### config.mk
export PLATFORM = sky130hd
export DESIGN_NAME = br_fifo_shared_read_arb_wrr_flat
export DESIGN_NICKNAME = d
export VERILOG_FILES = /design/src/rtl/br_fifo_shared_read_arb_wrr_if.sv /design/src/rtl/br_fifo_shared_read_arb_wrr.sv /design/src/flat_wrapper.sv
export SDC_FILE = /design/constraint.sdc
export NUM_CORES = 1
export LEC_CHECK = 0
export ABC_AREA = 0
export CORE_UTILIZATION = 42
export DETAILED_ROUTE_END_ITERATION = 12
export PLACE_DENSITY = 0.84
export SYNTH_ARGS = -nofsm -noshare
export SYNTH_HDL_FRONTEND = slang
export SYNTH_SLANG_ARGS = --single-unit
### constraint.sdc
create_clock -name clk -period 2.9 [get_ports clk]
set_input_delay 0.435 -clock clk [delete_from_list [all_inputs] [get_ports clk]]
set_output_delay 0.435 -clock clk [all_outputs]
set_load 0.02 [all_outputs]
### src/rtl/br_fifo_shared_read_arb_wrr_if.sv
`default_nettype none
// +----------------------------------------------------------------------+
// | br_fifo_shared_read_arb_wrr_if                                        |
// | Request/grant bundle between per-FIFO read requesters and one read    |
// | port of the shared multi-FIFO pop controller.                         |
// | Revision: 1.0                                                         |
// +----------------------------------------------------------------------+
interface br_fifo_shared_read_arb_wrr_if #(
  parameter int NumFifos  = 2,
  parameter int DataWidth = 1
);
  logic [NumFifos-1:0]           push_valid;
  logic [NumFifos-1:0]           push_ready;
  logic [NumFifos*DataWidth-1:0] push_data;
  logic                          pop_valid;
  logic                          pop_ready;
  logic [DataWidth-1:0]          pop_data;

  // Requesters and the read-address consumer
  modport master (
    output push_valid, push_data, pop_ready,
    input  push_ready, pop_valid, pop_data
  );

  // The arbiter
  modport slave (
    input  push_valid, push_data, pop_ready,
    output push_ready, pop_valid, pop_data
  );
endinterface
`default_nettype wire

### src/rtl/br_fifo_shared_read_arb_wrr.sv
`default_nettype none
// +----------------------------------------------------------------------+
// | br_fifo_shared_read_arb_wrr                                           |
// | Weighted round-robin arbiter for one read port of the shared          |
// | multi-FIFO pop controller. Each burst owner keeps the grant for       |
// | w_eff grants before rotation; stalled grants are held stable.         |
// | Revision: 1.0                                                         |
// +----------------------------------------------------------------------+
module br_fifo_shared_read_arb_wrr #(
  parameter int NumFifos           = 2,
  parameter int DataWidth          = 1,
  parameter int WeightWidth        = 4,
  parameter int RegisterPopOutputs = 0
) (
  input  logic                            clk,
  input  logic                            rst_n,
  input  logic [NumFifos*WeightWidth-1:0] cfg_weight,
  br_fifo_shared_read_arb_wrr_if.slave    bus
);
  localparam int              PTR_W      = $clog2(NumFifos);
  localparam logic [PTR_W-1:0] c_ptr_init = PTR_W'(NumFifos - 1);

  if (NumFifos < 2) begin : g_bad_num_fifos
    $error("NumFifos must be >= 2");
  end

  logic [PTR_W-1:0]       r_ptr;
  logic [WeightWidth-1:0] r_credit;
  logic                   r_hold;
  logic [PTR_W-1:0]       r_held_idx;

  logic                   w_search_valid;
  logic [PTR_W-1:0]       w_search_idx;
  logic                   w_grant_valid;
  logic [PTR_W-1:0]       w_grant_idx;
  logic [DataWidth-1:0]   w_grant_data;
  logic [WeightWidth-1:0] w_cfg;
  logic [WeightWidth-1:0] w_eff;
  logic                   w_load;
  logic                   w_accept;

  // Rotating search ptr+1, ptr+2, ... with ptr itself checked last;
  // iterating from the far end lets the nearest hit win.
  always_comb begin
    logic [PTR_W-1:0] v_idx;
    w_search_valid = 1'b0;
    w_search_idx   = '0;
    v_idx          = '0;
    for (int k = NumFifos; k >= 1; k--) begin
      v_idx = PTR_W'((int'(r_ptr) + k) % NumFifos);
      if (bus.push_valid[v_idx]) begin
        w_search_valid = 1'b1;
        w_search_idx   = v_idx;
      end
    end
  end

  // Grant priority: stalled grant, then current burst owner, then rotation
  always_comb begin
    w_grant_valid = w_search_valid;
    w_grant_idx   = w_search_idx;
    if (r_hold && bus.push_valid[r_held_idx]) begin
      w_grant_valid = 1'b1;
      w_grant_idx   = r_held_idx;
    end else if (bus.push_valid[r_ptr] && (r_credit != '0)) begin
      w_grant_valid = 1'b1;
      w_grant_idx   = r_ptr;
    end
  end

  assign w_grant_data = bus.push_data[int'(w_grant_idx)*DataWidth +: DataWidth];
  assign w_cfg        = cfg_weight[int'(w_grant_idx)*WeightWidth +: WeightWidth];
  assign w_eff        = (w_cfg == '0) ? WeightWidth'(1) : w_cfg;
  assign w_accept     = rst_n & w_load & w_grant_valid;

  // One-hot grant back to the winning requester
  always_comb begin
    bus.push_ready = '0;
    if (w_accept) begin
      bus.push_ready[w_grant_idx] = 1'b1;
    end
  end

  if (RegisterPopOutputs != 0) begin : g_reg_out
    logic                 r_pop_valid;
    logic [DataWidth-1:0] r_pop_data;

    assign w_load = !r_pop_valid || bus.pop_ready;

    // Single-entry output slot, refilled whenever empty or drained
    always_ff @(posedge clk or negedge rst_n) begin
      if (!rst_n) begin
        r_pop_valid <= 1'b0;
        r_pop_data  <= '0;
      end else if (w_load) begin
        r_pop_valid <= w_grant_valid;
        if (w_grant_valid) begin
          r_pop_data <= w_grant_data;
        end
      end
    end

    assign bus.pop_valid = r_pop_valid;
    assign bus.pop_data  = r_pop_data;

    a_pop_stable: assert property (@(posedge clk) disable iff (!rst_n)
      (bus.pop_valid && !bus.pop_ready) |=> (bus.pop_valid && $stable(bus.pop_data)));
  end else begin : g_comb_out
    // Outputs forced low while reset is asserted so they drop immediately
    assign w_load        = bus.pop_ready;
    assign bus.pop_valid = rst_n & w_grant_valid;
    assign bus.pop_data  = rst_n ? w_grant_data : '0;
  end

  // Burst owner / credit bookkeeping, plus stall capture in the bypass mode
  always_ff @(posedge clk or negedge rst_n) begin
    if (!rst_n) begin
      r_ptr      <= c_ptr_init;
      r_credit   <= '0;
      r_hold     <= 1'b0;
      r_held_idx <= '0;
    end else if (w_accept) begin
      r_hold <= 1'b0;
      if ((w_grant_idx == r_ptr) && (r_credit != '0)) begin
        r_credit <= r_credit - WeightWidth'(1);
      end else begin
        r_ptr    <= w_grant_idx;
        r_credit <= w_eff - WeightWidth'(1);
      end
    end else if ((RegisterPopOutputs == 0) && w_grant_valid && !bus.pop_ready) begin
      r_hold     <= 1'b1;
      r_held_idx <= w_grant_idx;
    end
  end

  a_ready_onehot: assert property (@(posedge clk) disable iff (!rst_n)
    $onehot0(bus.push_ready));
  a_ready_has_valid: assert property (@(posedge clk) disable iff (!rst_n)
    (bus.push_ready & ~bus.push_valid) == '0);
  a_known: assert property (@(posedge clk) disable iff (!rst_n)
    !$isunknown({bus.pop_valid, bus.push_ready}));
endmodule
`default_nettype wire

### src/flat_wrapper.sv
// flat-port wrapper written by rule: the top's interface ports become plain ports
module br_fifo_shared_read_arb_wrr_flat 
#(
  parameter int NumFifos           = 2,
  parameter int DataWidth          = 1,
  parameter int WeightWidth        = 4,
  parameter int RegisterPopOutputs = 0
)
  (clk, rst_n, cfg_weight, bus_push_valid, bus_push_data, bus_pop_ready, bus_push_ready, bus_pop_valid, bus_pop_data);
  br_fifo_shared_read_arb_wrr_if #(.NumFifos(NumFifos), .DataWidth(DataWidth)) bus_i ();
  input  logic clk;
  input  logic rst_n;
  input  logic [NumFifos*WeightWidth-1:0] cfg_weight;
  input wire logic [$bits(bus_i.push_valid)-1:0] bus_push_valid;
  input wire logic [$bits(bus_i.push_data)-1:0] bus_push_data;
  input wire logic [$bits(bus_i.pop_ready)-1:0] bus_pop_ready;
  output wire logic [$bits(bus_i.push_ready)-1:0] bus_push_ready;
  output wire logic [$bits(bus_i.pop_valid)-1:0] bus_pop_valid;
  output wire logic [$bits(bus_i.pop_data)-1:0] bus_pop_data;
  assign bus_i.push_valid = bus_push_valid;
  assign bus_i.push_data = bus_push_data;
  assign bus_i.pop_ready = bus_pop_ready;
  assign bus_push_ready = bus_i.push_ready;
  assign bus_pop_valid = bus_i.pop_valid;
  assign bus_pop_data = bus_i.pop_data;
  br_fifo_shared_read_arb_wrr #(.NumFifos(NumFifos), .DataWidth(DataWidth), .WeightWidth(WeightWidth), .RegisterPopOutputs(RegisterPopOutputs)) u_core (.clk(clk), .rst_n(rst_n), .cfg_weight(cfg_weight), .bus(bus_i));
endmodule
==> metrics.csv <==
metric,value,unit
grt_pass1_vias,526,
fp.dieW,38.1,um
relSlewSlack,81.2,%
setup_tns,0,ps
antenna_found_initial,0,
slew_viol_final,0,
hold_viol_final,0,
drt-initial-drc-count,16,
port_buffers,18,
synth_nets,77,
antenna_left,0,
vias_per_cell,5.68,
insertion_delay,240,ps
initial_core_util,47.4,%
drcViolationCount,0,
cts_setup_buffers,0,
yosysWarnings,0,
status,"complete, no violations",
die_h,38.1,um
die_area,1450,um^2
nNetsFinal,104,
min_period,2770,ps
final_cells,101,
cts.sinks,7,
final_common_cell,clkdlybuf4s50_1,
overflow,0,
design_area,806,um^2
cts.clk_slew.worst_paths,60,ps
syn_avg_cell_area,8.98,um^2
numCtsBuffers,3,
dp_hpwl,982,um
hold_class,primary input to async pin,
grt_pass1_wl,2090,um
antenna_cells,0,
synth_area,548,um^2
irDropWorstVdd,0.274,mV
drive_above_1_share,13.8,%
area_growth,47.0,%
yosysSeqAreaShare,32.2,%
cts_tree,done,
core_area,1160,um^2
cts_root_buf,clkbuf_4,
post_cts_resized,0,
setup_viol,0,
skew,1.55,ps
place_area,764,um^2
ys_types,33,
p_leak,0.338,nW
routed_wl,1300,um
fillers,84,
r2r_setup_slack,360,ps
worstSetupStartpoint,u_core.r_credit[0]$_DFFE_PN0P_,
gp_congestion,0.883,
critical_path.reg2reg.startpoint,u_core.r_credit[0]$_DFFE_PN0P_,
num_rows,12,
endpoint_kind,output pin,
syn_inst,61,
critical_path_required,2470,ps
final_util,69.7,%
critPathKind,register to output pin,
fin_crit_sh,95.4,%
crit_arrival,2330,ps
cp_max_fo,7,
io_pins,19,
pwr_density_cell,642,nW/um^2
cp-start-kind,register,
drtPass1Iterations,4,
dp.cells,95,
ys_seq_elements,7,
cts_max_level,1,
hold_buffers,0,
cap_violations,0,
grt_max_degree,11,
track_usage,20.4,%
clk_path_buf_depth,2,
timing.fmax,0.361,GHz
wire_per_inst,12.9,um
final_cell_mix,"clkdlybuf4s50_1, nor2_1, dfrtp_1",
vias,574,
worstMarginPinSlew,278,ps
## where the power goes
| group | leakage, nW | internal, mW | total (mW) | switching [mW] |
|---|---|---|---|---|
| logic | 0.240 | 0.130 | 0.242 | 0.112 |
| registers | 0.0832 | 0.134 | 0.186 | 0.0514 |
| clock network | 0.0150 | 0.0526 | 0.0894 | 0.0369 |
## stage by stage
step / setup WS [ps] / power [mW] / hold slack [ps]
after floorplan: 512 / 0.340 / 139
after global placement: 166 / 0.414 / 525
after detailed placement: 123 / 0.418 / 532
after CTS: 47.8 / 0.509 / 537
after global routing: -4.50 / 0.554 / 537
final: 134 / 0.517 / 543
## worst paths after layout
check                                                 endpoint  cells past startpoint
worst max-delay path                              bus_pop_data                      6
worst min-delay path                 u_core.r_hold$_DFFE_PN0P_                      2
worst max register to register  u_core.r_credit[2]$_DFFE_PN0P_                     10
worst min register to register   u_core.r_held_idx$_DFFE_PN0P_                      1
max in group asynchronous             u_core.r_ptr$_DFFE_PN1P_                      2
min in group clk                 u_core.r_held_idx$_DFFE_PN0P_                      1
## cell type report
| type | count | area (um^2) | share of cell area, % |
|---|---|---|---|
| clock buffer | 4 | 26.3 | 3.26 |
| sequential | 7 | 176 | 21.9 |
| inverter | 1 | 3.75 | 0.466 |
| tap | 14 | 17.5 | 2.17 |
| timing repair buffer | 23 | 218 | 27.0 |
| multi-input combinational | 52 | 364 | 45.2 |
## synth_stat cells
master	number	share of area, %
and3_1	1	1.1
nor2_1	8	5.5
mux2i_1	4	7.3
nand2_1	5	3.4
ha_1	1	2.3
dfstp_2	1	4.8
nand3b_1	1	1.4
nand2b_1	1	1.1
a22o_1	1	1.6
a31oi_4	1	3.9
xnor2_1	1	1.6
o311ai_0	1	1.6
nor4_4	1	3.9
o21bai_1	2	2.7
o21ai_1	1	0.91
o22ai_1	1	1.1
a21oi_1	3	2.7
nor2b_1	3	3.4
inv_1	1	0.68
mux2_1	1	2.1
nor3b_1	1	1.4
a221o_1	1	1.8
nor3_1	4	3.7
mux2_2	1	2.1
dfrtp_1	6	27
nand3_1	1	0.91
clkbuf_1	1	0.68
a22oi_1	1	1.4
a21o_1	2	2.7
o31ai_1	1	1.4
o21ai_0	1	0.91
nor4_1	1	1.1
a211oi_1	1	1.4
## state kept, by name (all words and copies together) (netlist names)
signal	flops
u_core.r_ptr	1
u_core.r_held_idx	1
u_core.r_hold	1
u_core.r_credit	4
## kinds of logic after synthesis
kind of cell               after synthesis  synth area share (%)
DFF                                      7                  32.2
AOI/OAI and AO/OA                       17                  24.2
muxes                                    6                  11.4
xor gates and xnor gates                 1                  1.60
buffers and inverters                    2                  1.37
adders and majority gates                1                  2.28
and+or+nand+nor                         27                  26.9
## critical path: stages (launching register included)
cell and delay, ps:
dfrtp_1 450, nor4_4 350, xnor2_1 150, a31oi_4 290, mux2i_1 130, nor2b_1 120
clkdlybuf4s50_1 610
## layer usage
layer	GRT usage [%]	part of all wire [%]	wire [um]
met1	26.7	48	619
met4	8.04	1.8	24
met3	3.49	4.2	54
met5	0	0	0
met2	33.1	46	599
No activity file was read; power rests on OpenSTA's default activity.
==> variant 1, RTL diff (config.mk and constraints unchanged) <==
Add an input register stage for `cfg_weight`; this delays it by one clock. The other inputs are not delayed to match.
--- a/src/rtl/br_fifo_shared_read_arb_wrr.sv
+++ b/src/rtl/br_fifo_shared_read_arb_wrr.sv
@@ -21,2 +21,8 @@
   localparam logic [PTR_W-1:0] c_ptr_init = PTR_W'(NumFifos - 1);
+
+  logic [NumFifos*WeightWidth-1:0] cfg_weight_q;
+
+  always_ff @(posedge clk) begin
+    cfg_weight_q <= cfg_weight;
+  end
 
@@ -71,3 +77,3 @@
   assign w_grant_data = bus.push_data[int'(w_grant_idx)*DataWidth +: DataWidth];
-  assign w_cfg        = cfg_weight[int'(w_grant_idx)*WeightWidth +: WeightWidth];
+  assign w_cfg        = cfg_weight_q[int'(w_grant_idx)*WeightWidth +: WeightWidth];
   assign w_eff        = (w_cfg == '0) ? WeightWidth'(1) : w_cfg;
Check against the original RTL: not equivalent (Yosys sat finds a counterexample within 4 cycles, from zero or initial values and one cycle with rst_n low).
==> variant 1 against the unedited design <==
  * Cell count grew 8.9%
  * Routed wire length grew 11%
  * Sequential power grew 64%
  * Power grew 27%
  * Critical path depth is the same
  * Worst setup slack lost 18 ps
  * Fmax shrank 0.65%
  * Critical path type unchanged
  * Highest routed layer unchanged
  * Sequential cell count grew 8
  * Area after synthesis grew 29%
  * Cell area grew 19%
  * Synthesized cell count grew 13%
  * Core utilization shrank 7.3 points
==> variant 1: results (changes against the unedited design) <==
The via-per-instance ratio is 5.682 (about the same). The met1 track demand over resource in global routing came out at 0.2124 (-0.05478). The largest fanout of any net on the critical path is 5 (-2).

The average size of a mapped cell came out at 10.26 µm² (+14%). The largest voltage drop on the vdd net is 367.6 µV (+34%). The setup clock skew after layout came out at 4.811 ps (+3.257 ps). The overall fraction of global-route tracks in use came to 0.1908 (-0.01359). The number of different library cells in the post-synthesis netlist came out at 34 (+3.0%). The run finished with clean final reports.

Sorting the synthesized cells by area gives the leading types as dfxtp_1 (23%), dfrtp_1 (21%), mux2i_1 (5.7%). The layout cell share with drive strength beyond 1 came out at 0.1277 (-0.01027). The worst reg2reg path startpoint is u_core.r_credit[1].

The non-filler instance count after layout came out at 110 (+8.9%). The fraction of registers with async set/reset is 0.4667 (-0.5333). The wire length reported by the detailed router is 1446 µm (+11%).

The met2 track demand over resource in global routing is 0.3394 (+0.008885). The placement-stage cell area is 927.1 µm² (+21%). The post-synthesis register bit count is 15 (+8). The final weighted congestion in routability-driven placement is 0.7984 (-9.5%). The routed length on met3 was 88 µm (+63%). The depth of the most critical reg-to-reg path came out at 11 (+1). The clock-cell share of area was 0.02861 (-0.004000). The tap cell count came out at 16 (+2). The clock latency on the worst-skew pair was 290 ps (+50 ps). For this run, the leading register cell type out of synthesis is dfxtp_1.

The HPWL after detailed placement was 1106 µm (+13%).
[variant 1: cell count changes in the layout (fill, tap and decap cells not counted), sizes merged]
cell and delta:
dfxtp +8, buf -1, clkinv +1, clkbuf -1
[variant 1: logic make-up after synthesis]
group                      count (synthesis)  synth area share
AOI/OAI and AO/OA                         17            0.1873
xor gates and xnor gates                   1           0.01237
adders and majority gates                  1           0.01767
buffers and inverters                      2           0.01059
DFF                                       15            0.4753
muxes                                      6           0.08834
and+or+nand+nor                           27            0.2085
[variant 1: worst max-delay path by stage]
stage | startpoint | endpoint | slack, ps
finish | u_core.r_credit[1] | bus_pop_data | 120
global route | u_core.r_credit[1] | bus_pop_data | 0.5
CTS | u_core.r_credit[1] | bus_pop_data | 100
detailed placement | bus_push_valid[0] | u_core.r_credit[2] | 100
global placement | bus_push_valid[0] | bus_pop_data | 180
floorplan | u_core.r_credit[1] | u_core.r_credit[2] | 510
[variant 1: timing repair]
item | in CTS | in global routing
buffers inserted | 1 | 0
hold endpoints to repair | 0 | 0
hold buffers | 0 | 0
gates resized for setup | 0 | 0
setup endpoints to repair | 2 | 0
[variant 1: per-stage QoR]
| step | utilization | hold slack, ps | worst slack (ps) |
|---|---|---|---|
| 2_1_floorplan | - | 139.4 | 511.9 |
| 6_report | 0.6242 | 441.3 | 115.5 |
| 3_5_place_dp | 0.6015 | 538.4 | 102.0 |
| 5_1_grt | 0.6242 | 435.2 | 0.5354 |
| 3_3_place_gp | 0.6015 | 524.8 | 175.1 |
| 4_1_cts | 0.6242 | 440.8 | 99.49 |
[variant 1: power breakdown]
group	switching [mW]	leakage [nW]	internal (mW)	total [mW]
Clock	0.0680	0.0177	0.0513	0.119
Sequential	0.0549	0.151	0.250	0.305
Combinational	0.108	0.235	0.127	0.235
Total	0.231	0.403	0.428	0.659
==> variant 2, RTL diff (same settings) <==
Made on the original files. `WeightWidth` is set to 4 in 2 places; all go to 6.
--- a/src/rtl/br_fifo_shared_read_arb_wrr.sv
+++ b/src/rtl/br_fifo_shared_read_arb_wrr.sv
@@ -11,3 +11,3 @@
   parameter int DataWidth          = 1,
-  parameter int WeightWidth        = 4,
+  parameter int WeightWidth        = 6,
   parameter int RegisterPopOutputs = 0
--- a/src/flat_wrapper.sv
+++ b/src/flat_wrapper.sv
@@ -5,3 +5,3 @@
   parameter int DataWidth          = 1,
-  parameter int WeightWidth        = 4,
+  parameter int WeightWidth        = 6,
   parameter int RegisterPopOutputs = 0
Ports: changed (resized cfg_weight); port bits go from 19 to 23. The function was not compared with the original's and may differ.
==> variant 2 against the unedited design <==
  * Sequential share of layout area decreased by 2.0 points
  * Cell area increased by 41%
  * Worst setup slack got worse by 14 ps
  * Power increased by 39%
  * Routed wire length increased by 72%
  * Area after synthesis increased by 45%
  * Largest power group unchanged
  * Critical endpoint unchanged
  * Sequential cell count increased by 2
  * Register-to-register slack got worse by 80 ps
==> variant 2: results (changes against the unedited design) <==
The largest fanout of any net on the critical path came out at 5 (-2). The flip-flop count of the largest register, all copies and words added is 6 (+2). The average routed wire per standard cell came out at 15.29 µm (+19%). The number of nets in the synthesized netlist came out at 110 (+43%).

The final weighted congestion in routability-driven placement came out at 0.9119 (+3.3%). The number of different library cells in the post-synthesis netlist is 38 (+15%). The HPWL after detailed placement came to 1810 µm (+84%). The setup clock skew after layout is 2.878 ps (+1.324 ps). The number of buffer cells added on primary ports is 22 (+4).

The synthesized netlist cell count came out at 90 (+48%). Sorting the synthesized cells by how often they occur yields dfrtp_1 (8), nor2_1 (8), nand2_1 (7), nor3_1 (6), nand4_1 (5). The maximum number of pins on one net before global-route repair is 13 (+2).

The global-route wire length before repair came to 3567 µm (+71%). The number of antenna violations at the first check in global routing is 0 (unchanged). The largest voltage drop on the vdd net is 517.8 µV (+89%). The total number of vias came to 839 (+46%).

The arrival time at the worst endpoint came to 2350 ps (+20 ps). The overall fraction of global-route tracks in use is 0.2475 (+0.04311). The largest area contributor in the synthesized netlist is dfrtp_1.

The part of the Yosys area used for sequential elements came out at 0.2841 (-0.03777). The number of filler cells placed in the layout came to 148 (+76%). The first-iteration detailed-routing DRC count is 34 (+18).

The net count of the finished layout is 142 (+37%). The leakage power came out at 0.4415 nW (+31%). By area the synthesized netlist is led by dfrtp_1 (25%), nand4_1 (3.9%), mux2i_1 (3.8%). The via count of the first global-routing pass is 813 (+55%). The flow ran to the end, and the final reports show no timing, DRC or antenna violations. The clock latency on the worst-skew pair is 260 ps (+20 ps). The wire length reported by the detailed router is 2233 µm (+72%).
variant 2: cell count changes after synthesis, sizes merged, moves of 3 or more:
cell    unedited run  this run
a21boi             0         3
nor3               4         7
o31ai              1         4
a31oi              1         4
o21ai              2         5
nand4              0         5
variant 2: area by class of cell:
class / count / area, µm² / area share
Timing Repair Buffer: 29 / 272.8 / 0.2398
Inverter: 3 / 11.26 / 0.009901
Sequential cell: 9 / 226.5 / 0.1991
Clock buffer: 4 / 26.28 / 0.02310
Tap cell: 25 / 31.28 / 0.02750
Multi-Input combinational cell: 76 / 569.3 / 0.5006
variant 2: path summary, 6_finish.rpt:
check | from | to | slack [ps] | depth (start not counted)
setup / recovery | bus_push_valid[0] | bus_pop_data | 120 | 7
hold / removal | rst_n | u_core.r_credit[4] | 490 | 2
setup reg to reg | u_core.r_credit[2] | u_core.r_credit[4] | 280 | 10
hold reg to reg | u_core.r_credit[4] | u_core.r_credit[4] | 540 | 2
max in group asynchronous | rst_n | u_core.r_ptr | 2200 | 2
min in group clk | u_core.r_credit[4] | u_core.r_credit[4] | 540 | 2
variant 2: cell families after synthesis:
logic type | after synthesis | synth area share
flops | 9 | 0.2841
xor+xnor | 3 | 0.03297
buf+inv | 5 | 0.02826
simple gates | 42 | 0.3077
compound gates | 25 | 0.2653
fa+ha+maj | 1 | 0.01570
mux | 5 | 0.06593
variant 2: metal layers:
metal,track usage,wire length (µm),part of all wire,up-vias
met5,0,0,0,-
met4,0.06061,23,0.010,0
met3,0.08333,176,0.079,4
met2,0.4286,1148,0.51,34
met1,0.2906,885,0.40,397
li1,-,-,-,404
variant 2: critical path, stage by stage:
cell and delay (ps):
clkdlybuf4s50_1 530, nor2b_1 200, and4_1 290, nor3_4 60, mux2i_1 120, nor2b_1 110
clkdlybuf4s50_1 610
variant 2: through the flow:
step	setup slack [ps]	util	cell area, µm²
after floorplan	560.2	-	797.0
after global placement	65.04	0.6244	1090
after detailed placement	-61.85	0.6244	1090
after CTS	48.34	0.6394	1116
after global routing	5.273	0.6516	1137
final	119.8	0.6516	1137
variant 2: power breakdown:
group	internal (mW)	leakage (nW)	switching [mW]
Clock	0.0531	0.0150	0.0451
Combinational	0.190	0.322	0.193
Sequential	0.172	0.105	0.0682
Total	0.415	0.441	0.306
